--- src/rtl/cbd_sched.sv ---
// Round-robin scheduler sharing one external loadable down counter among N_REQ requesters.
// Each grant loads the requester's count, runs the counter to terminal count, then acknowledges.
module cbd_sched #(
  parameter int N_REQ = 4,
  parameter int W     = 8,
  parameter int TMO   = 257
) (
  input  logic               CLK,
  input  logic               CDN,
  input  logic [N_REQ-1:0]   REQ,
  input  logic [N_REQ*W-1:0] CNT,
  output logic [N_REQ-1:0]   GNT,
  output logic [N_REQ-1:0]   ACK,
  output logic               ABT,
  output logic               ERR,
  output logic               BUSY,
  output logic               LD,
  output logic [W-1:0]       D,
  output logic               EN,
  output logic               CAI,
  input  logic               TC
);

  localparam int PW = (N_REQ > 1) ? $clog2(N_REQ) : 1;
  localparam int TW = $clog2(TMO + 1);
  localparam logic [N_REQ-1:0] ONE_HOT0 = {{(N_REQ-1){1'b0}}, 1'b1};

  typedef enum logic [1:0] {
    S_IDLE = 2'd0,
    S_LOAD = 2'd1,
    S_RUN  = 2'd2,
    S_DONE = 2'd3
  } state_t;

  state_t             state_r;
  logic [PW-1:0]      ptr_r;
  logic [PW-1:0]      g_r;
  logic [TW-1:0]      tmo_cnt_r;
  logic [N_REQ-1:0]   gnt_r;
  logic [N_REQ-1:0]   ack_r;
  logic               abt_r;
  logic               err_r;
  logic               busy_r;
  logic               ld_r;
  logic [W-1:0]       d_r;
  logic               en_r;
  logic               pick_valid_s;
  logic [PW-1:0]      pick_idx_s;
  logic [PW-1:0]      ptr_next_s;

  // First requester at or after the round-robin pointer, wrapping around.
  always_comb begin
    int j;
    j            = 0;
    pick_valid_s = 1'b0;
    pick_idx_s   = {PW{1'b0}};
    for (int i = 0; i < N_REQ; i++) begin
      j            = int'(ptr_r) + i;
      j            = (j >= N_REQ) ? (j - N_REQ) : j;
      pick_idx_s   = (REQ[j] && !pick_valid_s) ? PW'(j) : pick_idx_s;
      pick_valid_s = pick_valid_s | REQ[j];
    end
  end

  assign ptr_next_s = (g_r == PW'(N_REQ - 1)) ? {PW{1'b0}} : (g_r + PW'(1));

  // Scheduler FSM; every output is a register updated here.
  always_ff @(posedge CLK or negedge CDN) begin
    if (!CDN) begin
      state_r   <= S_IDLE;
      ptr_r     <= {PW{1'b0}};
      g_r       <= {PW{1'b0}};
      tmo_cnt_r <= {TW{1'b0}};
      gnt_r     <= {N_REQ{1'b0}};
      ack_r     <= {N_REQ{1'b0}};
      abt_r     <= 1'b0;
      err_r     <= 1'b0;
      busy_r    <= 1'b0;
      ld_r      <= 1'b0;
      d_r       <= {W{1'b0}};
      en_r      <= 1'b0;
    end else begin
      ack_r <= {N_REQ{1'b0}};
      abt_r <= 1'b0;
      case (state_r)
        S_IDLE: begin
          if (pick_valid_s) begin
            g_r     <= pick_idx_s;
            gnt_r   <= ONE_HOT0 << pick_idx_s;
            d_r     <= CNT[int'(pick_idx_s)*W +: W];
            ld_r    <= 1'b1;
            busy_r  <= 1'b1;
            state_r <= S_LOAD;
          end else begin
            state_r <= S_IDLE;
          end
        end
        S_LOAD: begin
          ld_r      <= 1'b0;
          en_r      <= 1'b1;
          tmo_cnt_r <= {TW{1'b0}};
          state_r   <= S_RUN;
        end
        S_RUN: begin
          // Terminal count wins over abort, abort wins over timeout.
          if (TC) begin
            en_r    <= 1'b0;
            ack_r   <= gnt_r;
            ptr_r   <= ptr_next_s;
            state_r <= S_DONE;
          end else if (!REQ[g_r]) begin
            en_r    <= 1'b0;
            abt_r   <= 1'b1;
            gnt_r   <= {N_REQ{1'b0}};
            busy_r  <= 1'b0;
            ptr_r   <= ptr_next_s;
            state_r <= S_IDLE;
          end else if (tmo_cnt_r == TW'(TMO - 1)) begin
            en_r    <= 1'b0;
            err_r   <= 1'b1;
            gnt_r   <= {N_REQ{1'b0}};
            busy_r  <= 1'b0;
            ptr_r   <= ptr_next_s;
            state_r <= S_IDLE;
          end else begin
            tmo_cnt_r <= tmo_cnt_r + TW'(1);
          end
        end
        S_DONE: begin
          gnt_r   <= {N_REQ{1'b0}};
          busy_r  <= 1'b0;
          state_r <= S_IDLE;
        end
        default: begin
          en_r    <= 1'b0;
          ld_r    <= 1'b0;
          gnt_r   <= {N_REQ{1'b0}};
          busy_r  <= 1'b0;
          state_r <= S_IDLE;
        end
      endcase
    end
  end

  assign GNT  = gnt_r;
  assign ACK  = ack_r;
  assign ABT  = abt_r;
  assign ERR  = err_r;
  assign BUSY = busy_r;
  assign LD   = ld_r;
  assign D    = d_r;
  assign EN   = en_r;
  assign CAI  = en_r;

endmodule

--- config.mk ---
export PLATFORM = sky130hd
export DESIGN_NAME = cbd_sched
export DESIGN_NICKNAME = d
export VERILOG_FILES = /design/src/rtl/cbd_sched.sv
export SDC_FILE = /design/constraint.sdc
export NUM_CORES = 1
export LEC_CHECK = 0
export ABC_AREA = 1
export ABC_CLOCK_PERIOD_IN_PS = 2600
export CORE_UTILIZATION = 55
export CTS_CLUSTER_DIAMETER = 200
export DETAILED_ROUTE_END_ITERATION = 8
export DONT_BUFFER_PORTS = 1
export PLACE_DENSITY = 0.68
export SYNTH_ARGS = -nofsm -noshare
export SYNTH_HDL_FRONTEND = slang
export SYNTH_SLANG_ARGS = --single-unit
--- constraint.sdc ---
create_clock -name CLK -period 2.6 [get_ports CLK]
set_input_delay 0.26 -clock CLK [delete_from_list [all_inputs] [get_ports CLK]]
set_output_delay 0.26 -clock CLK [all_outputs]
set_load 0.03 [all_outputs]
---- Word-level counts from Yosys, hierarchy flattened ----
Index checks and enable logic that the tools add are counted.
storage, ports and cells
  RAM bits ................................ 0
  memories kept ........................... 0
  latch bits .............................. 0
  register bits ........................... 36
  bits of input ports ..................... 39
  output and inout bits ................... 22
  logic and storage cells ................. 118
  ROM bits ................................ 0
operators by class
  add/sub/neg operators ................... 9
  order comparisons ....................... 9
  muxes and demuxes ....................... 53
  multiply operators ...................... 0
  eq/ne operators ......................... 12
  reduce and logical (&&, ||, !) cells .... 17
  shifts and indexed selects .............. 2
  bitwise gates (word level) .............. 4
  divide/modulo/power cells ............... 0
operator list
  kind                                                         number
  less-than comparator 32 x 4 -> 1 bit, second input constant  4
  2-to-1 mux 32 bit                                            4
  indexed part select 32 x 6 -> 8 bit                          1
  2-to-1 mux 9 bit                                             3
  2-to-1 mux 4 bit                                             6
  2-to-1 mux 2 bit                                             11
  2-to-1 mux 1 bit                                             18
  one-hot mux 9 bit (2 select lines)                           1
  one-hot mux 4 bit (3 select lines)                           1
  AND reduction 4 bit                                          3
  subtractor 3 x 3 -> 4 bit, second input constant             3
  binary-select mux 1 bit (select 2 bit)                       5
  adder 9 x 1 -> 9 bit, second input constant                  1
  == test 9 bit, second input constant                         1
  >= comparator 3 bit, second input constant                   3
  inequality test 2 bit, second input constant                 4
  one-hot mux 2 bit (4 select lines)                           1
  AND reduction 2 bit                                          4
  adder 2 x 2 -> 3 bit, second input constant                  2
  == test 2 bit, second input constant                         3
  inequality test 4 bit, second input constant                 1
  one-hot mux 1 bit (2 select lines)                           2
  nonzero test 2 bit                                           2
  left shift 1 x 2 -> 4 bit, first input constant              1
  15 further kinds                                             21

---- Longest topological paths before layout ----
Gate-level depths: netlist (run 1).
  word-level depth ........................ 14
  mapped depth ............................ 16
  depth with buffers taken out ............ 15

---- Least setup slack after synthesis (run 1) ----
Ideal clock, no wire load.
  path type ............................... reg2reg
  from .................................... register state_r[0]
  to ...................................... register tmo_cnt_r[5]
  slack ................................... 870 ps
  arrival time ............................ 1642 ps
  buffers on the path ..................... 1
  clock period less this slack ............ 1730 ps
  cell stages (with the launch flop) ...... 10
  cells stage by stage .................... dfrtp_1 inv_1 ha_1 clkbuf_1 nor2_1 inv_1 nand2_1 nand2_1 o21ai_1 nor3b_1
between the ends
  word-level cells in the longest chain between the ends .. 3
  elaborated cells between the ends (all ways) .. 8
  classes of those cells .................. 5 x eq/ne; 1 x mux; 2 x reduce/logical
RTL lines
  item                                                                          RTL line  RTL
  from (decl)                                                                   35        state_t state_r;
  from (signal assigned)                                                        70        state_r <= S_IDLE;
  from (signal assigned)                                                        93        state_r <= S_LOAD;
  from (signal assigned)                                                        95        state_r <= S_IDLE;
  == test 2 bit or == test 2 x 1 -> 1 bit (tied branches)                       85        case (state_r)
  inequality test 2 bit (no source line) or nonzero test 2 bit (tied branches)  -
  AND reduction 4 bit (no source line)                                          -
  to (signal assigned)                                                          73        tmo_cnt_r <= {TW{1'b0}};
  to (signal assigned)                                                          101       tmo_cnt_r <= {TW{1'b0}};
  to (signal assigned)                                                          126       tmo_cnt_r <= tmo_cnt_r + TW'(1);
  to (decl)                                                                     38        logic [TW-1:0] tmo_cnt_r;
Several ways; a longest one is shown, not always the timed one.
A chain may end at the register's enable or synchronous reset.

---- Worst setup path in the final report (run 1) ----
Same ends and word-level chain as after synthesis.

==> results of run 1 <==
==> cell families (layout without fill, tap and decap cells) <==
family | Yosys count | after routing | share of synthesized area
AND/OR/NAND/NOR | 205 | 205 | 0.408
XOR/XNOR | 4 | 4 | 0.0148
buffers and inverters | 44 | 49 | 0.0827
AO/OA/AOI/OAI | 30 | 30 | 0.0732
flip-flops | 36 | 36 | 0.379
adder cells (fa/ha/maj) | 8 | 8 | 0.0422
==> Yosys cell counts, types with 2 or more instances <==
cell,instances
inv_1,32
o21ai_0,12
clkbuf_1,2
xor2_1,3
nand2_8,2
dfrtp_1,36
nor3_1,5
ha_1,8
nand2_4,3
buf_4,3
nor2_2,3
nand4_1,4
nand2_1,128
o22ai_1,2
o21ai_1,3
nor2_1,12
inv_2,3
o31ai_1,3
a21oi_1,6
nand3_1,28
nand2_2,14
==> path summary, 6_finish.rpt <==
check	startpoint	endpoint	slack [ns]	cells past startpoint
max	state_r[0]	tmo_cnt_r[5]	0.51	8
min	TC	ABT	0.04	1
max reg2reg	state_r[0]	tmo_cnt_r[5]	0.51	8
min reg2reg	tmo_cnt_r[6]	tmo_cnt_r[6]	0.51	2
max in group asynchronous	CDN	tmo_cnt_r[1]	1.98	2
min in group asynchronous	CDN	CAI	0.44	2
==> area by class of cell <==
cell class                      count  area (µm²)
Fill cell                         398        1570
Multi-Input combinational cell    247        1280
Sequential cell                    36         901
Inverter                           36         135
Clock buffer                        5        68.8
Tap cell                           50        62.6
Timing Repair Buffer                5        52.6
Clock inverter                      3        18.8
==> metal layers <==
layer  up-vias  GRT usage  wire [µm]
li1       1038          -          -
met3         6     0.0557        288
met1       904      0.319       2330
met4         0     0.0904         72
met5         -          0          0
met2        48      0.400       2280
==> per-stage QoR <==
stage               cells  hold WS [ns]  utilization  cell area (µm²)
floorplan             327       -0.0356            -             2370
CTS                   382        0.0295        0.616             2520
global route          382        0.0304        0.616             2520
global placement      372       -0.0348        0.587             2400
detailed placement    372       -0.0349        0.587             2400
finish                382        0.0388        0.616             2520
==> registers in the layout, summed over array words and instances (netlist names) <==
name	count
CAI	1
ptr_r	2
ABT	1
BUSY	1
g_r	2
ERR	1
D	8
LD	1
state_r	2
tmo_cnt_r	9
GNT	4
ACK	4
==> where the power goes <==
part / switching [W] / internal [W] / leakage [nW]
clock network: 0.000206 / 0.000187 / 0.0479
logic: 0.00145 / 0.000704 / 0.816
registers: 0.000389 / 0.000733 / 0.469
==> timing repair <==
action,CTS,global route
gates resized for setup,0,0
hold endpoints to repair,36,0
endpoints found under the setup margin,0,0
hold buffers,2,0
==> reports/results.txt, run 1 <==
The largest vdd supply drop came out at 0.714 mV. In the layout the commonest cells are 128 x nand2_1, 36 x dfrtp_1, 32 x inv_1. The number of antenna violations at the first check in global routing was 0; the clock slew seen by the registers of the worst setup and hold paths was 0.07 ns. The tools report the nature of the critical path endpoint as a flop.

The number of enable-type register cells in the synthesized netlist works out to 0. The number of warnings printed during yosys synthesis is 0. The tools report the detailed-router iteration count before antenna repair as 4. At the pin with the least slew margin, the transition time is 0.545 ns. On the critical path, the stage with the largest delay is an instance of dfrtp_1.

The initial cell density of the core was 0.581. The detail route stage leaves a number of antenna-violating nets equal to 0. The run gives 0.637 as the headroom to the max-slew limit. The run gives 0.00367 W as the total power.

The critical path's largest stage delay was 0.44 ns; the sequential cell area fraction in the yosys report was 0.379. The power per standard cell area came out at 1460 nW/µm². The clock arrives with 0.00719 ns of skew.

The kind of cell adding the most delay to the critical path is simple AND/OR/NAND/NOR gates. The worst path setup slack after routing was 0.510 ns; the via-per-instance ratio was 5.23. In this run, the number of DRC markers left after iteration 0 of detailed routing was 148.

By area the synthesized netlist is led by dfrtp_1 38%, nand2_1 20%, nand3_1 5.9%, inv_1 5.1%, ha_1 4.2%. The tools report the overflow left after global routing as 0. The fraction of post-synthesis cell area in the top cell type by area is 0.379, and the CTS buffer count is 5. Final net count: 378. Fraction of layout cells with a size suffix above 1: 0.130. From synthesis to final layout, the design area changed by 5.95%. The critical path is of the reg -> reg type. The run gives 1.33 nW as the standby leakage power. The post-synthesis async set-or-reset flop share works out to 1.00. Dividing the detail-routed wire length by the instance count gives 13.0 µm. The library cell used most frequently in the layout, excluding fill and tap cells, is nand2_1.

Setup repair after global routing left no endpoint under its margin. The hold violation count in the final report was 0; the global-route wire length before repair was 8.25 mm. Summed over all failing endpoints, the final setup total negative slack is 0 ns. The tools report the total of endpoints with negative setup slack in the final report as 0.

The H-tree was split into 2 levels. The tools report the max-slew violation total from the final report as 0. In this run the tool buffered the top-level ports with 0 buffer cells.

The post-route DRC violation count is 0, and the critical path data required time is 2.79 ns. In this run the count of I/O pins placed on the die edge is 61. The area of the die was 4580 µm².

The initialized floorplan defines 23 standard-cell rows. The netlist area before placement came out at 2370 µm². Counting flops and latches in the post-synthesis netlist gives 36. The routed design could run at a clock period as short as 2.09 ns. The tools report the number of vias after detailed routing as 1996.

The clock root buffer was clkbuf_8. OpenSTA, run right after detailed placement, puts the worst setup slack at 0.557 ns. The run gives 36 as the number of sinks handled by clock tree synthesis.

Height of the chip: 67.7 µm. The run finished with clean final reports. The run gives 374 as the number of nets produced by synthesis. The tools report the aggregate routed wire length as 4.97 mm. Walking the worst path, the cells encountered are inv_1 -> ha_1 -> nor2_1 -> inv_1 -> nand2_1 -> nand2_1 -> o21ai_1 -> nor3b_1.

The weighted congestion reported at the end of routability-driven placement came out at 0.858. The post-CTS setup-driven buffer insertion count came out at 0. The clock reaches the later pin of the worst-skew pair after 0.29 ns. The post-route clock period utilization came out at 0.804. The repair_antennas step left the layout with diodes totalling 0.

Counting both buffers and inverters, the worst setup path holds a total of 2. The run gives 0.247 as the overall routing resource usage. The cell count after synthesis came out at 327. The average footprint of a synthesized cell is 7.26 µm², and the distinct cell type count after synthesis is 36.

For the HPWL after detailed placement, the log shows 3.65 mm. The max-capacitance violation count was 0. The number of global-route vias before repair is 1854.

TritonCTS built the clock tree. In the synthesized netlist the dominant register cell turns out to be dfrtp_1. Static timing analysis puts the maximum clock frequency at 478 MHz. In this run the worst path has a maximum fanout of 9.

The total core area was 4090 µm²; the data arrival time at the worst-slack endpoint was 2.28 ns. Cell accounting for the most synthesized area: dfrtp_1. STA classifies the critical path startpoint as a flop.

The die is 67.7 µm wide. The type of the most critical hold path is in -> reg. Entering global routing, the biggest net connects 37 pins. No sink is reached through more buffers than the 2 on the longest clock path.
(Power assumes the default switching activity.)
==> run 2: changes to the inputs <==
--- a/config.mk
+++ b/config.mk
@@ -6,12 +6,12 @@
 export NUM_CORES = 1
 export LEC_CHECK = 0
 export ABC_AREA = 1
-export ABC_CLOCK_PERIOD_IN_PS = 2600
+export ABC_CLOCK_PERIOD_IN_PS = 1710
 export CORE_UTILIZATION = 55
 export CTS_CLUSTER_DIAMETER = 200
 export DETAILED_ROUTE_END_ITERATION = 8
 export DONT_BUFFER_PORTS = 1
-export PLACE_DENSITY = 0.68
+export PLACE_DENSITY = 0.71
 export SYNTH_ARGS = -nofsm -noshare
 export SYNTH_HDL_FRONTEND = slang
 export SYNTH_SLANG_ARGS = --single-unit
==> constraint.sdc (replaced) <==
create_clock -name CLK -period 1.71 [get_ports CLK]
set_input_delay 0.171 -clock CLK [delete_from_list [all_inputs] [get_ports CLK]]
set_output_delay 0.171 -clock CLK [all_outputs]
set_load 0.03 [all_outputs]
==> run 2 against run 1 <==
The run now ends with negative setup slack left; final area increased by 19%; flip-flop and latch count is the same; maximum frequency up 11%; die area is the same; first-iteration DRC count down 14%; routed wire length up 15%; total power increased by 92%; critical path depth up 6; largest power group unchanged.
==> reports/results.txt, run 2 (synthesis results as in run 1) <==
After routing the design area is 2990 µm². The run gives 9.10 mm as the global-route wire length before repair. Nature of the critical path endpoint: a flop.

TritonCTS built the clock tree. The library cell used most frequently in the layout, excluding fill and tap cells, is nand2_1. The run gives 2099 as the number of global-route vias before repair.

The max-slew violation total from the final report is 0, and the post-route clock period utilization is 1.10. More flip-flops sit in one register than any other, and that register is tmo_cnt_r. For this run, the detailed router's first-pass iteration total came to 5.

Across the VDD grid, the largest voltage drop is 1.87 mV. The type of the most critical hold path is in -> reg. The final net count is 416, and the per-cell routed wire length is 13.6 µm.

The transition time at the pin with the least slew margin is 0.342 ns. Count of input and output buffers: 0. The worst hold path was traced through 3 stages. The logs give 0.833 for the weighted congestion reported at the end of routability-driven placement and 0.00588 ns for the final clock skew. The tools report the highest clock frequency the design can meet as 533 MHz. For the worst setup path, the data arrival time is 2.06 ns. The logs give 0 for the number of antenna violations at the first check in global routing and -0.17 ns for the setup slack of the worst register-to-register path. The initial cell density of the core came out at 0.581. The worst setup path is launched from a flop. The total I/O pin count was 61; the overall routing resource usage was 0.264.

The signal on the critical path passes through buf_6 -> nand2_2 -> nand2_4 -> nand2_2 -> nand2_2 -> a21oi_4 -> nand2_4 -> buf_12 -> nand3_1 -> nand2_1 -> nand2_1 -> nand2_1 -> nand2_1 -> nand2_1. The run gives 0.29 ns as the latest clock arrival within the worst-skew pair. The worst register-to-register path begins at ptr_r[0]. The number of flip-flops in the largest register works out to 9. The die covers 4580 µm². The routed design has 5.72 mm of wire. The fraction of layout cells with a size suffix above 1 was 0.276. In the layout the commonest cells are 116 x nand2_1, 34 x dfrtp_1, 31 x inv_1, 31 x buf_4, 26 x nand3_1. The maximum buffer depth of the clock tree came out at 2. The power per standard cell area is 2360 nW/µm², and the clock slew seen by the registers of the worst setup and hold paths is 0.08 ns. The via-per-instance ratio was 5.32; the placed instance area was 2640 µm². The logs give 0 for the hold violation count in the final report and 2 for the number of H-tree levels. Max-cap violations in this run came to 0. CTS buffer count: 5.

The worst path setup slack after routing was -0.167 ns. For this run, the slowest stage of the critical path takes 0.48 ns. The tools report the remaining number of nets flagged by the antenna check after routing as 0. The total of endpoints with negative setup slack in the final report is 14.

After floorplanning, the core was divided into 23 placement rows. After global routing the overflow that remains totals 0. The horizontal extent of the die was 67.7 µm; the number of diodes added for antenna fixing was 0. The standby leakage power came out at 1.57 nW. Among all stages on the critical path, the largest delay is contributed by dfrtp_2. The maximum number of pins on one net before global-route repair was 37. The first-iteration detailed-routing DRC count was 128; the headroom to the max-slew limit was 0.772. The checks that failed: negative setup slack. After legalization and detailed placement, the total HPWL measured 4.03 mm. The floorplan step set the die height to 67.7 µm. Prior to clock tree synthesis, the placed netlist has a worst setup slack of -0.138 ns. The clock period minus worst slack works out to 1.88 ns. CTS placed an instance of clkbuf_8 at the clock tree root. The worst register-to-register path ends at D[1].

The post-route DRC violation count was 0; the number of sinks handled by clock tree synthesis was 36. Relative to the synthesized area, the layout overhead comes to 26.0%. Measured in cells, the most critical reg-to-reg path has a length of 14. The routed layout has 2234 vias. STA puts the critical path data required time at 1.89 ns. The startpoint identified for the worst hold timing path is TC. The destination of the worst hold path is ACK[3]. Summing all multi-input logic gate instances after layout gives 1390 µm².

The critical path in this run is classified as reg -> reg. For the number of fill cells in the layout, the log shows 327. The flow ran to the end, but the final reports show violations. Setup repair after global routing could not meet its margin everywhere. Peak fanout along the critical path: 13. The most numerous cell type found on the critical path is nand2_1.

The core region is 4090 µm². Area of all sequential standard cells: 903 µm².
run 2: cell count changes in the layout (fill, tap and decap cells not counted), moves of 2 or more:
cell     change
buf_12       +2
nand2_2      +7
nor2_1       -3
buf_6        +5
dfrtp_1      -2
o21ai_1      +4
nand3_1      -2
nand2_1     -12
inv_4        +2
nand2_4      +6
buf_4       +28
nor2_2       +3
dfrtp_2      +2
o21ai_0      -4
run 2: stage by stage:
stage	power (W)	TNS (ns)	hold slack, ns	instances	utilization
after floorplan	0.00447	0	-0.125	327	-
after CTS	0.00665	-0.745	0.152	416	0.706
after global routing	0.00765	-3.42	0.170	420	0.732
after detailed placement	0.00561	-1.31	-0.124	401	0.647
final	0.00705	-1.65	0.154	420	0.732
after global placement	0.00555	-0.676	-0.124	401	0.647
run 2: worst max-delay path by stage:
| stage | start | endpoint | slack [ns] | cells after the start |
|---|---|---|---|---|
| 3_3_place_gp | ptr_r[0] | D[4] | -0.07 | 14 |
| 5_1_grt | ptr_r[0] | D[3] | -0.29 | 14 |
| 3_5_place_dp | ptr_r[0] | D[1] | -0.14 | 14 |
| 6_report | ptr_r[0] | D[1] | -0.17 | 14 |
| 2_1_floorplan | ptr_r[0] | D[1] | 0.006 | 16 |
| 4_1_cts | ptr_r[0] | D[1] | -0.11 | 14 |
run 2: report_power, final:
| group | total, W | internal [W] | leakage, nW | switching [W] |
|---|---|---|---|---|
| logic | 0.00465 | 0.00196 | 1.05 | 0.00269 |
| clock network | 0.000752 | 0.000433 | 0.0552 | 0.000319 |
| registers | 0.00165 | 0.00112 | 0.467 | 0.000531 |
| total | 0.00705 | 0.00351 | 1.57 | 0.00354 |
run 2: per-layer routing:
layer,vias up,global-route usage,share of wire
met5,-,0,0
met4,0,0.0798,0.016
met3,13,0.0642,0.070
met2,78,0.443,0.49
met1,1024,0.332,0.42
li1,1119,-,-
run 2: cell type report:
type,count,share of cell area
Clock inverter,2,0.0117
Multi-Input combinational cell,248,0.463
Timing Repair Buffer,42,0.132
Tap cell,50,0.0209
Clock buffer,6,0.0242
Sequential cell,36,0.302
Inverter,36,0.0468
run 2: critical path, delay by kind of cell, from the launching register on:
| kind | cells | cell delay (ns) |
|---|---|---|
| compound gates | 1 | 0.16 |
| buf+inv | 2 | 0.33 |
| flops | 1 | 0.48 |
| simple gates | 11 | 0.80 |
run 2: repair_timing:
action | in CTS | in global routing
gates resized for setup | 23 | 17
pin swaps | 4 | 6
cloned | 0 | 2
hold endpoints to repair | 37 | 0
buffers inserted | 4 | 2
setup endpoints to repair | 16 | 25
hold buffers | 3 | 0
